File: config.mk
export PLATFORM = sky130hd
export DESIGN_NAME = axi_line_master_flat
export DESIGN_NICKNAME = d
export VERILOG_FILES = /design/src/rtl/axi_line_pkg.sv /design/src/rtl/axi_line_master_if.sv /design/src/rtl/axi_line_buf.sv /design/src/rtl/axi_line_master.sv /design/src/flat_wrapper.sv
export SDC_FILE = /design/constraint.sdc
export NUM_CORES = 1
export LEC_CHECK = 0
export CORE_ASPECT_RATIO = 0.6
export CORE_MARGIN = 5
export CORE_UTILIZATION = 47
export CTS_BUF_LIST = sky130_fd_sc_hd__clkbuf_16
export DETAILED_ROUTE_END_ITERATION = 16
export PLACE_DENSITY = 0.82
export SYNTH_ARGS = -nofsm -noshare
export SYNTH_HDL_FRONTEND = slang
export SYNTH_HIERARCHICAL = 1
export SYNTH_SLANG_ARGS = --single-unit
File: constraint.sdc
create_clock -name clk -period 2.41 [get_ports clk]
set_input_delay 0.482 -clock clk [delete_from_list [all_inputs] [get_ports clk]]
set_output_delay 0.482 -clock clk [all_outputs]
set_load 0.05 [all_outputs]
File: src/rtl/axi_line_pkg.sv
// axi_line_pkg: shared types and constants for the AXI line master
package axi_line_pkg;
  typedef enum logic [2:0] {S_IDLE, S_AR, S_R, S_AW, S_W, S_B, S_RSP} state_t;
  typedef logic [127:0] line_t;
  localparam logic [1:0] BURST_INCR = 2'b01;
  localparam logic [1:0] BURST_WRAP = 2'b10;
  localparam logic [1:0] RESP_OKAY = 2'b00;
  localparam int LINE_WORDS = 4;
  localparam logic [2:0] SIZE_WORD = 3'b010;
endpackage

File: src/rtl/axi_line_master_if.sv
// axi_line_master_if: AXI4 read/write channel bundle with master and slave views
interface axi_line_master_if;
  logic [3:0] arid;
  logic [31:0] araddr;
  logic [3:0] arlen;
  logic [2:0] arsize;
  logic [1:0] arburst;
  logic arvalid, arready;
  logic [3:0] rid;
  logic [31:0] rdata;
  logic [1:0] rresp;
  logic rlast, rvalid, rready;
  logic [3:0] awid;
  logic [31:0] awaddr;
  logic [3:0] awlen;
  logic [2:0] awsize;
  logic [1:0] awburst;
  logic awvalid, awready;
  logic [31:0] wdata;
  logic [3:0] wstrb;
  logic wlast, wvalid, wready;
  logic [3:0] bid;
  logic [1:0] bresp;
  logic bvalid, bready;
  modport master(
    output arid, araddr, arlen, arsize, arburst, arvalid, rready,
    output awid, awaddr, awlen, awsize, awburst, awvalid,
    output wdata, wstrb, wlast, wvalid, bready,
    input arready, rid, rdata, rresp, rlast, rvalid, awready, wready, bid, bresp, bvalid
  );
  modport slave(
    input arid, araddr, arlen, arsize, arburst, arvalid, rready,
    input awid, awaddr, awlen, awsize, awburst, awvalid,
    input wdata, wstrb, wlast, wvalid, bready,
    output arready, rid, rdata, rresp, rlast, rvalid, awready, wready, bid, bresp, bvalid
  );
endinterface

File: src/rtl/axi_line_buf.sv
// axi_line_buf: four-word line register with per-beat write and whole-line load/read
module axi_line_buf
  import axi_line_pkg::*;
(
  input  logic        clk,
  input  logic        rst_n,
  input  logic        i_we,
  input  logic [1:0]  i_idx,
  input  logic [31:0] i_wdata,
  input  logic        i_load,
  input  line_t       i_line,
  output line_t       o_line
);
  logic [31:0] r_mem [LINE_WORDS];
  // whole-line load takes priority over a single beat write
  always_ff @(posedge clk or negedge rst_n) begin
    if (!rst_n) begin
      for (int k = 0; k < LINE_WORDS; k++) r_mem[k] <= '0;
    end else if (i_load) begin
      for (int k = 0; k < LINE_WORDS; k++) r_mem[k] <= i_line[32*k +: 32];
    end else if (i_we) begin
      r_mem[i_idx] <= i_wdata;
    end
  end
  // flatten the word array into the line view
  always_comb begin
    o_line = '0;
    for (int k = 0; k < LINE_WORDS; k++) o_line[32*k +: 32] = r_mem[k];
  end
endmodule

File: src/rtl/axi_line_master.sv
// axi_line_master: moves 16-byte lines over AXI4 as 4-beat bursts; AXI_WRAP_REFILL_EN selects critical-word-first WRAP refills
module axi_line_master
  import axi_line_pkg::*;
#(
  parameter logic [3:0] MASTER_ID = 4'h0
) (
  input  logic               clk,
  input  logic               rst_n,
  input  logic               i_req_valid,
  output logic               o_req_ready,
  input  logic               i_req_write,
  input  logic [31:0]        i_req_addr,
  input  line_t              i_req_wline,
  output logic               o_rsp_valid,
  output line_t              o_rsp_rline,
  output logic               o_rsp_err,
  axi_line_master_if.master  m_axi
);
`ifdef AXI_WRAP_REFILL_EN
  localparam logic [31:0] AR_MASK = ~32'h3;
  localparam logic [1:0]  AR_BURST = BURST_WRAP;
`else
  localparam logic [31:0] AR_MASK = ~32'hF;
  localparam logic [1:0]  AR_BURST = BURST_INCR;
`endif
  state_t      r_state, w_next;
  logic [31:0] r_addr;
  logic        r_write, r_err, r_full;
  logic [1:0]  r_cnt;
  line_t       r_rline, w_line;
  logic [1:0]  w_start, w_idx;
  logic        w_accept, w_beat, w_whs;

  assign w_accept = (r_state == S_IDLE) & i_req_valid;
  assign w_beat   = (r_state == S_R) & m_axi.rvalid;
  assign w_whs    = (r_state == S_W) & m_axi.wready;
`ifdef AXI_WRAP_REFILL_EN
  assign w_start  = r_addr[3:2];
`else
  assign w_start  = 2'b00;
`endif
  assign w_idx       = w_start + r_cnt;
  assign o_rsp_err   = r_err;
  assign o_rsp_rline = (r_state == S_RSP && !r_write) ? w_line : r_rline;

  axi_line_buf u_buf (
    .clk     (clk),
    .rst_n   (rst_n),
    .i_we    (w_beat),
    .i_idx   (w_idx),
    .i_wdata (m_axi.rdata),
    .i_load  (w_accept & i_req_write),
    .i_line  (i_req_wline),
    .o_line  (w_line)
  );

  // state register
  always_ff @(posedge clk or negedge rst_n) begin
    if (!rst_n) r_state <= S_IDLE;
    else r_state <= w_next;
  end

  // next state and all AXI/request outputs, zero outside their owning state
  always_comb begin
    w_next = r_state;
    o_req_ready = 1'b0;
    o_rsp_valid = 1'b0;
    m_axi.arid = '0;
    m_axi.araddr = '0;
    m_axi.arlen = '0;
    m_axi.arsize = '0;
    m_axi.arburst = '0;
    m_axi.arvalid = 1'b0;
    m_axi.rready = 1'b0;
    m_axi.awid = '0;
    m_axi.awaddr = '0;
    m_axi.awlen = '0;
    m_axi.awsize = '0;
    m_axi.awburst = '0;
    m_axi.awvalid = 1'b0;
    m_axi.wdata = '0;
    m_axi.wstrb = '0;
    m_axi.wlast = 1'b0;
    m_axi.wvalid = 1'b0;
    m_axi.bready = 1'b0;
    case (r_state)
      S_IDLE: begin
        o_req_ready = 1'b1;
        if (i_req_valid) w_next = i_req_write ? S_AW : S_AR;
      end
      S_AR: begin
        m_axi.arvalid = 1'b1;
        m_axi.arid = MASTER_ID;
        m_axi.araddr = r_addr & AR_MASK;
        m_axi.arlen = 4'd3;
        m_axi.arsize = SIZE_WORD;
        m_axi.arburst = AR_BURST;
        if (m_axi.arready) w_next = S_R;
      end
      S_R: begin
        m_axi.rready = 1'b1;
        if (m_axi.rvalid && m_axi.rlast) w_next = S_RSP;
      end
      S_AW: begin
        m_axi.awvalid = 1'b1;
        m_axi.awid = MASTER_ID;
        m_axi.awaddr = r_addr & ~32'hF;
        m_axi.awlen = 4'd3;
        m_axi.awsize = SIZE_WORD;
        m_axi.awburst = BURST_INCR;
        if (m_axi.awready) w_next = S_W;
      end
      S_W: begin
        m_axi.wvalid = 1'b1;
        m_axi.wstrb = 4'hF;
        m_axi.wdata = w_line[{r_cnt, 5'b0} +: 32];
        m_axi.wlast = (r_cnt == 2'd3);
        if (m_axi.wready && r_cnt == 2'd3) w_next = S_B;
      end
      S_B: begin
        m_axi.bready = 1'b1;
        if (m_axi.bvalid) w_next = S_RSP;
      end
      S_RSP: begin
        o_rsp_valid = 1'b1;
        w_next = S_IDLE;
      end
      default: w_next = S_IDLE;
    endcase
  end

  // request capture, beat counting, error accumulation and refill line hold
  always_ff @(posedge clk or negedge rst_n) begin
    if (!rst_n) begin
      r_addr <= '0;
      r_write <= 1'b0;
      r_err <= 1'b0;
      r_full <= 1'b0;
      r_cnt <= '0;
      r_rline <= '0;
    end else begin
      if (w_accept) begin
        r_addr <= i_req_addr;
        r_write <= i_req_write;
        r_err <= 1'b0;
        r_full <= 1'b0;
        r_cnt <= '0;
      end
      if (w_beat) begin
        r_cnt <= r_cnt + 2'd1;
        r_full <= r_full | (r_cnt == 2'd3);
        r_err <= r_err | (m_axi.rresp != RESP_OKAY) | (m_axi.rid != MASTER_ID) | r_full
                 | (m_axi.rlast & (r_cnt != 2'd3));
      end
      if (w_whs) r_cnt <= r_cnt + 2'd1;
      if (r_state == S_B && m_axi.bvalid)
        r_err <= r_err | (m_axi.bresp != RESP_OKAY) | (m_axi.bid != MASTER_ID);
      if (r_state == S_RSP && !r_write) r_rline <= w_line;
    end
  end
endmodule

File: src/flat_wrapper.sv
// flat-port wrapper written by rule: the top's interface ports become plain ports
module axi_line_master_flat import axi_line_pkg::*;
#(
  parameter logic [3:0] MASTER_ID = 4'h0
)
  (clk, rst_n, i_req_valid, o_req_ready, i_req_write, i_req_addr, i_req_wline, o_rsp_valid, o_rsp_rline, o_rsp_err, m_axi_arid, m_axi_araddr, m_axi_arlen, m_axi_arsize, m_axi_arburst, m_axi_arvalid, m_axi_rready, m_axi_awid, m_axi_awaddr, m_axi_awlen, m_axi_awsize, m_axi_awburst, m_axi_awvalid, m_axi_wdata, m_axi_wstrb, m_axi_wlast, m_axi_wvalid, m_axi_bready, m_axi_arready, m_axi_rid, m_axi_rdata, m_axi_rresp, m_axi_rlast, m_axi_rvalid, m_axi_awready, m_axi_wready, m_axi_bid, m_axi_bresp, m_axi_bvalid);
  axi_line_master_if m_axi_i ();
  input  logic clk;
  input  logic rst_n;
  input  logic i_req_valid;
  output logic o_req_ready;
  input  logic i_req_write;
  input  logic [31:0] i_req_addr;
  input  line_t i_req_wline;
  output logic o_rsp_valid;
  output line_t o_rsp_rline;
  output logic o_rsp_err;
  output wire logic [$bits(m_axi_i.arid)-1:0] m_axi_arid;
  output wire logic [$bits(m_axi_i.araddr)-1:0] m_axi_araddr;
  output wire logic [$bits(m_axi_i.arlen)-1:0] m_axi_arlen;
  output wire logic [$bits(m_axi_i.arsize)-1:0] m_axi_arsize;
  output wire logic [$bits(m_axi_i.arburst)-1:0] m_axi_arburst;
  output wire logic [$bits(m_axi_i.arvalid)-1:0] m_axi_arvalid;
  output wire logic [$bits(m_axi_i.rready)-1:0] m_axi_rready;
  output wire logic [$bits(m_axi_i.awid)-1:0] m_axi_awid;
  output wire logic [$bits(m_axi_i.awaddr)-1:0] m_axi_awaddr;
  output wire logic [$bits(m_axi_i.awlen)-1:0] m_axi_awlen;
  output wire logic [$bits(m_axi_i.awsize)-1:0] m_axi_awsize;
  output wire logic [$bits(m_axi_i.awburst)-1:0] m_axi_awburst;
  output wire logic [$bits(m_axi_i.awvalid)-1:0] m_axi_awvalid;
  output wire logic [$bits(m_axi_i.wdata)-1:0] m_axi_wdata;
  output wire logic [$bits(m_axi_i.wstrb)-1:0] m_axi_wstrb;
  output wire logic [$bits(m_axi_i.wlast)-1:0] m_axi_wlast;
  output wire logic [$bits(m_axi_i.wvalid)-1:0] m_axi_wvalid;
  output wire logic [$bits(m_axi_i.bready)-1:0] m_axi_bready;
  input wire logic [$bits(m_axi_i.arready)-1:0] m_axi_arready;
  input wire logic [$bits(m_axi_i.rid)-1:0] m_axi_rid;
  input wire logic [$bits(m_axi_i.rdata)-1:0] m_axi_rdata;
  input wire logic [$bits(m_axi_i.rresp)-1:0] m_axi_rresp;
  input wire logic [$bits(m_axi_i.rlast)-1:0] m_axi_rlast;
  input wire logic [$bits(m_axi_i.rvalid)-1:0] m_axi_rvalid;
  input wire logic [$bits(m_axi_i.awready)-1:0] m_axi_awready;
  input wire logic [$bits(m_axi_i.wready)-1:0] m_axi_wready;
  input wire logic [$bits(m_axi_i.bid)-1:0] m_axi_bid;
  input wire logic [$bits(m_axi_i.bresp)-1:0] m_axi_bresp;
  input wire logic [$bits(m_axi_i.bvalid)-1:0] m_axi_bvalid;
  assign m_axi_arid = m_axi_i.arid;
  assign m_axi_araddr = m_axi_i.araddr;
  assign m_axi_arlen = m_axi_i.arlen;
  assign m_axi_arsize = m_axi_i.arsize;
  assign m_axi_arburst = m_axi_i.arburst;
  assign m_axi_arvalid = m_axi_i.arvalid;
  assign m_axi_rready = m_axi_i.rready;
  assign m_axi_awid = m_axi_i.awid;
  assign m_axi_awaddr = m_axi_i.awaddr;
  assign m_axi_awlen = m_axi_i.awlen;
  assign m_axi_awsize = m_axi_i.awsize;
  assign m_axi_awburst = m_axi_i.awburst;
  assign m_axi_awvalid = m_axi_i.awvalid;
  assign m_axi_wdata = m_axi_i.wdata;
  assign m_axi_wstrb = m_axi_i.wstrb;
  assign m_axi_wlast = m_axi_i.wlast;
  assign m_axi_wvalid = m_axi_i.wvalid;
  assign m_axi_bready = m_axi_i.bready;
  assign m_axi_i.arready = m_axi_arready;
  assign m_axi_i.rid = m_axi_rid;
  assign m_axi_i.rdata = m_axi_rdata;
  assign m_axi_i.rresp = m_axi_rresp;
  assign m_axi_i.rlast = m_axi_rlast;
  assign m_axi_i.rvalid = m_axi_rvalid;
  assign m_axi_i.awready = m_axi_awready;
  assign m_axi_i.wready = m_axi_wready;
  assign m_axi_i.bid = m_axi_bid;
  assign m_axi_i.bresp = m_axi_bresp;
  assign m_axi_i.bvalid = m_axi_bvalid;
  axi_line_master #(.MASTER_ID(MASTER_ID)) u_core (.clk(clk), .rst_n(rst_n), .i_req_valid(i_req_valid), .o_req_ready(o_req_ready), .i_req_write(i_req_write), .i_req_addr(i_req_addr), .i_req_wline(i_req_wline), .o_rsp_valid(o_rsp_valid), .o_rsp_rline(o_rsp_rline), .o_rsp_err(o_rsp_err), .m_axi(m_axi_i));
endmodule
==> flow_summary.toml <==
[global_route]
grt.met1_usage_pct = 41.3
grt_first_pass_wirelength_mm = 81.7
grtUsageTotal_pct = 30.4
gr-usage-met2_pct = 49.6
total_congestion_overflow_after_global_routing = 0
grt_start_max_net_pins = 80
grt_antenna_before_repair = 6
gr-usage-met3_pct = 7.34
grt.busiest_layer = "met2"
first_global_vias = 13011

[synth]
synthesis.area_per_instance_um2 = 11.2
synth_cell_types = 39
synth-async-reset-ratio_pct = 100
postSynthCellCount = 1274
yosysWarnings = 6
synth_edf_count = 0
synth_flop_cell = "dfrtp_1"
synth_seq_area_share_pct = 51.0
syn-cell-area_um2 = 14300
synth.ff_latch_count = 292

[place]
finalWeightedCongestion = 0.877
postPlaceCellArea_um2 = 19800
portBuffers = 446
place.detailed.instances = 2075
dp_hpwl_mm = 36.5

[timing]
timing.final.ws_setup_ps = -452
final_min_period_over_clock_period_pct = 119
slew-limit-headroom_pct = 63.8
final-hold-violation-count = 0
hold_slack_ps = 444
worst-slew-pin-transition_ps = 541
setup_viol = 347
max_freq_mhz = 349
timing_max_transition_violations_final = 0
finalSetupTns_ps = -82750
period_needed_ps = 2860
grt_setup_unrepaired = "true"
fin_worst_skew_ps = 10.1

[die]
die_w_um = 235
die-area_um2 = 34200
core_ar_um2 = 30000
die_height_um = 145
start_util_pct = 47.8
top_level_ports = 477
num_rows = 49

[power]
power.leakage_nw = 10.1
power_per_cell_area_nw_per_um2 = 1640
peakVddDrop_v = 0.00137

[setup_path]
startpoint_type = "flip-flop"
kind_of_end_point_of_the_critical_path = "output pin"
worstPathMaxFanout = 50
setup.worst_path.class = "flip-flop to output pin"
cp_data_required_time_ps = 1930
cp_data_arrival_time_ps = 2380

[detailed_routing]
post_detailed_route_wirelength_per_cell_um = 26.8
antenna_left = 0
via_count = 12839
detailedRoute.firstIterationViolations = 1364
totalWireLength_mm = 58.7
post-route-drc-count = 0
detailedRoute.firstPassIterationCount = 5
avgViaCountPerCell = 5.85

[layout]
fill_cells = 1649
mostFrequentLayoutCell = "dfrtp_1"
layout-drive-gt1-share_pct = 42.4
nNetsFinal = 1978
instances_no_fill = 2193
syn2layout_area_growth_pct = 61.2
final_area_um2 = 23100
layout_common_cells = "289 x dfrtp_1, 220 x a21oi_1, 209 x clkdlybuf4s50_1"

[status]
outcome = "finished, violations left"
failed_checks = "setup timing"

[clock_tree]
clkSinkCount = 292
path_clk_slew_ps = 70
clock_tree.buffer_depth = 3
cts_buffers = 29
cts_tree = "yes"
clock_insertion_delay_worst_skew_ps = 550
clock-root-buffer = "clkbuf_16"
cts-htree-levels = 1

[min_path]
hold_class = "input pin to async pin"

[run]
maxCapViolations = 0
-- critical path: stages, from the launching register on --
cell,delay [ps]
dfrtp_1,420
nor3b_4,220
and2b_4,230
buf_16,270
mux2_2,420
buf_4,200
-- area by class of cell --
type                    count  area (um^2)  area share [%]
multi-input cells         869         7090            30.7
clock buffers              29          726            3.14
flip-flops and latches    292         7310            31.7
well taps                 408          510            2.21
diodes                      3         7.51          0.0325
clock inverters            22          178           0.770
repair buffers            569         7250            31.4
inverters                   1         6.26          0.0271
-- per-layer routing --
| metal | routed length [um] | vias to the layer above | share of wire (%) |
|---|---|---|---|
| met5 | 27 | - | 0.046 |
| met2 | 27400 | 866 | 47 |
| met3 | 6140 | 162 | 10 |
| met4 | 2080 | 4 | 3.5 |
| li1 | - | 5336 | - |
| met1 | 23000 | 6471 | 39 |
-- final timing paths --
path | startpoint | end | slack, ps | cells after the start
setup / recovery | u_core/r_state[0]$_DFFE_PN0P_ | o_rsp_rline[23] | -450 | 5
setup reg to reg | u_core/r_state[0]$_DFFE_PN0P_ | u_core/u_buf/o_line[29]$_DFFE_PN0P_ | -180 | 12
min in group clk | u_core/r_rline[78]$_DFF_PN0_ | u_core/r_rline[78]$_DFF_PN0_ | 500 | 1
hold / removal | rst_n | u_core/r_addr[24]$_DFFE_PN0P_ | 440 | 2
max in group asynchronous | rst_n | u_core/u_buf/o_line[74]$_DFFE_PN0P_ | 1210 | 3
hold reg to reg | u_core/r_rline[78]$_DFF_PN0_ | u_core/r_rline[78]$_DFF_PN0_ | 500 | 1
-- where the power goes --
| group | internal [mW] | switching (mW) | total (mW) |
|---|---|---|---|
| clock network | 2.49 | 1.97 | 4.46 |
| logic | 10.6 | 13.6 | 24.2 |
| registers | 7.45 | 1.75 | 9.21 |
| total | 20.5 | 17.3 | 37.8 |
-- cell usage after synthesis (3+ instances only) --
cell	number	area, um^2
nor2_1	3	11.3
nor2b_1	130	813
nand2_2	10	62.6
nand3_1	3	15.0
nand2b_1	3	18.8
and3_1	64	400
nor3_1	3	15.0
buf_6	17	191
buf_2	30	150
clkbuf_1	39	146
mux4_2	32	721
mux2_1	11	124
buf_8	10	150
a21oi_2	10	87.6
and2_1	32	200
a21oi_1	249	1250
buf_4	41	308
dfrtp_1	292	7310
nand2_1	121	454
mux2_2	149	1680
-- registers in the layout, indices dropped and copies added, names as in the netlist --
register,flops
u_core/o_rsp_err,1
u_core/r_rline,128
u_core/r_state,3
u_core/r_full,1
u_core/r_write,1
u_core/r_cnt,2
u_core/u_buf/o_line,128
u_core/r_addr,28
-- through the flow --
stage / setup WS, ps / utilization [%] / power, mW
2_1_floorplan: -98.5 / - / 21.8
3_3_place_gp: 92.9 / 65.9 / 28.4
3_5_place_dp: 55.0 / 65.9 / 29.0
4_1_cts: -436 / 73.1 / 35.8
5_1_grt: -491 / 77.0 / 39.1
6_report: -452 / 77.0 / 37.8
-- what timing repair did --
item | CTS | global route
hold endpoints to repair | 37 | 0
pin swaps | 2 | 38
gates resized for setup | 244 | 178
cloned | 4 | 15
setup endpoints to repair | 228 | 320
hold buffers | 1 | 0
setup buffers | 22 | 26
-- kinds of logic (layout without fill, tap and decap cells) --
logic type | count (synthesis) | after routing | share of synthesized area (%)
simple gates | 382 | 382 | 14.7
flops | 292 | 292 | 51.0
compound gates | 265 | 265 | 9.63
mux | 194 | 194 | 17.8
buf+inv | 138 | 621 | 6.63
fa+ha+maj | 2 | 2 | 0.175
other cells | 1 | 29 | 0.0262
No activity file was read; power rests on OpenSTA's default activity.
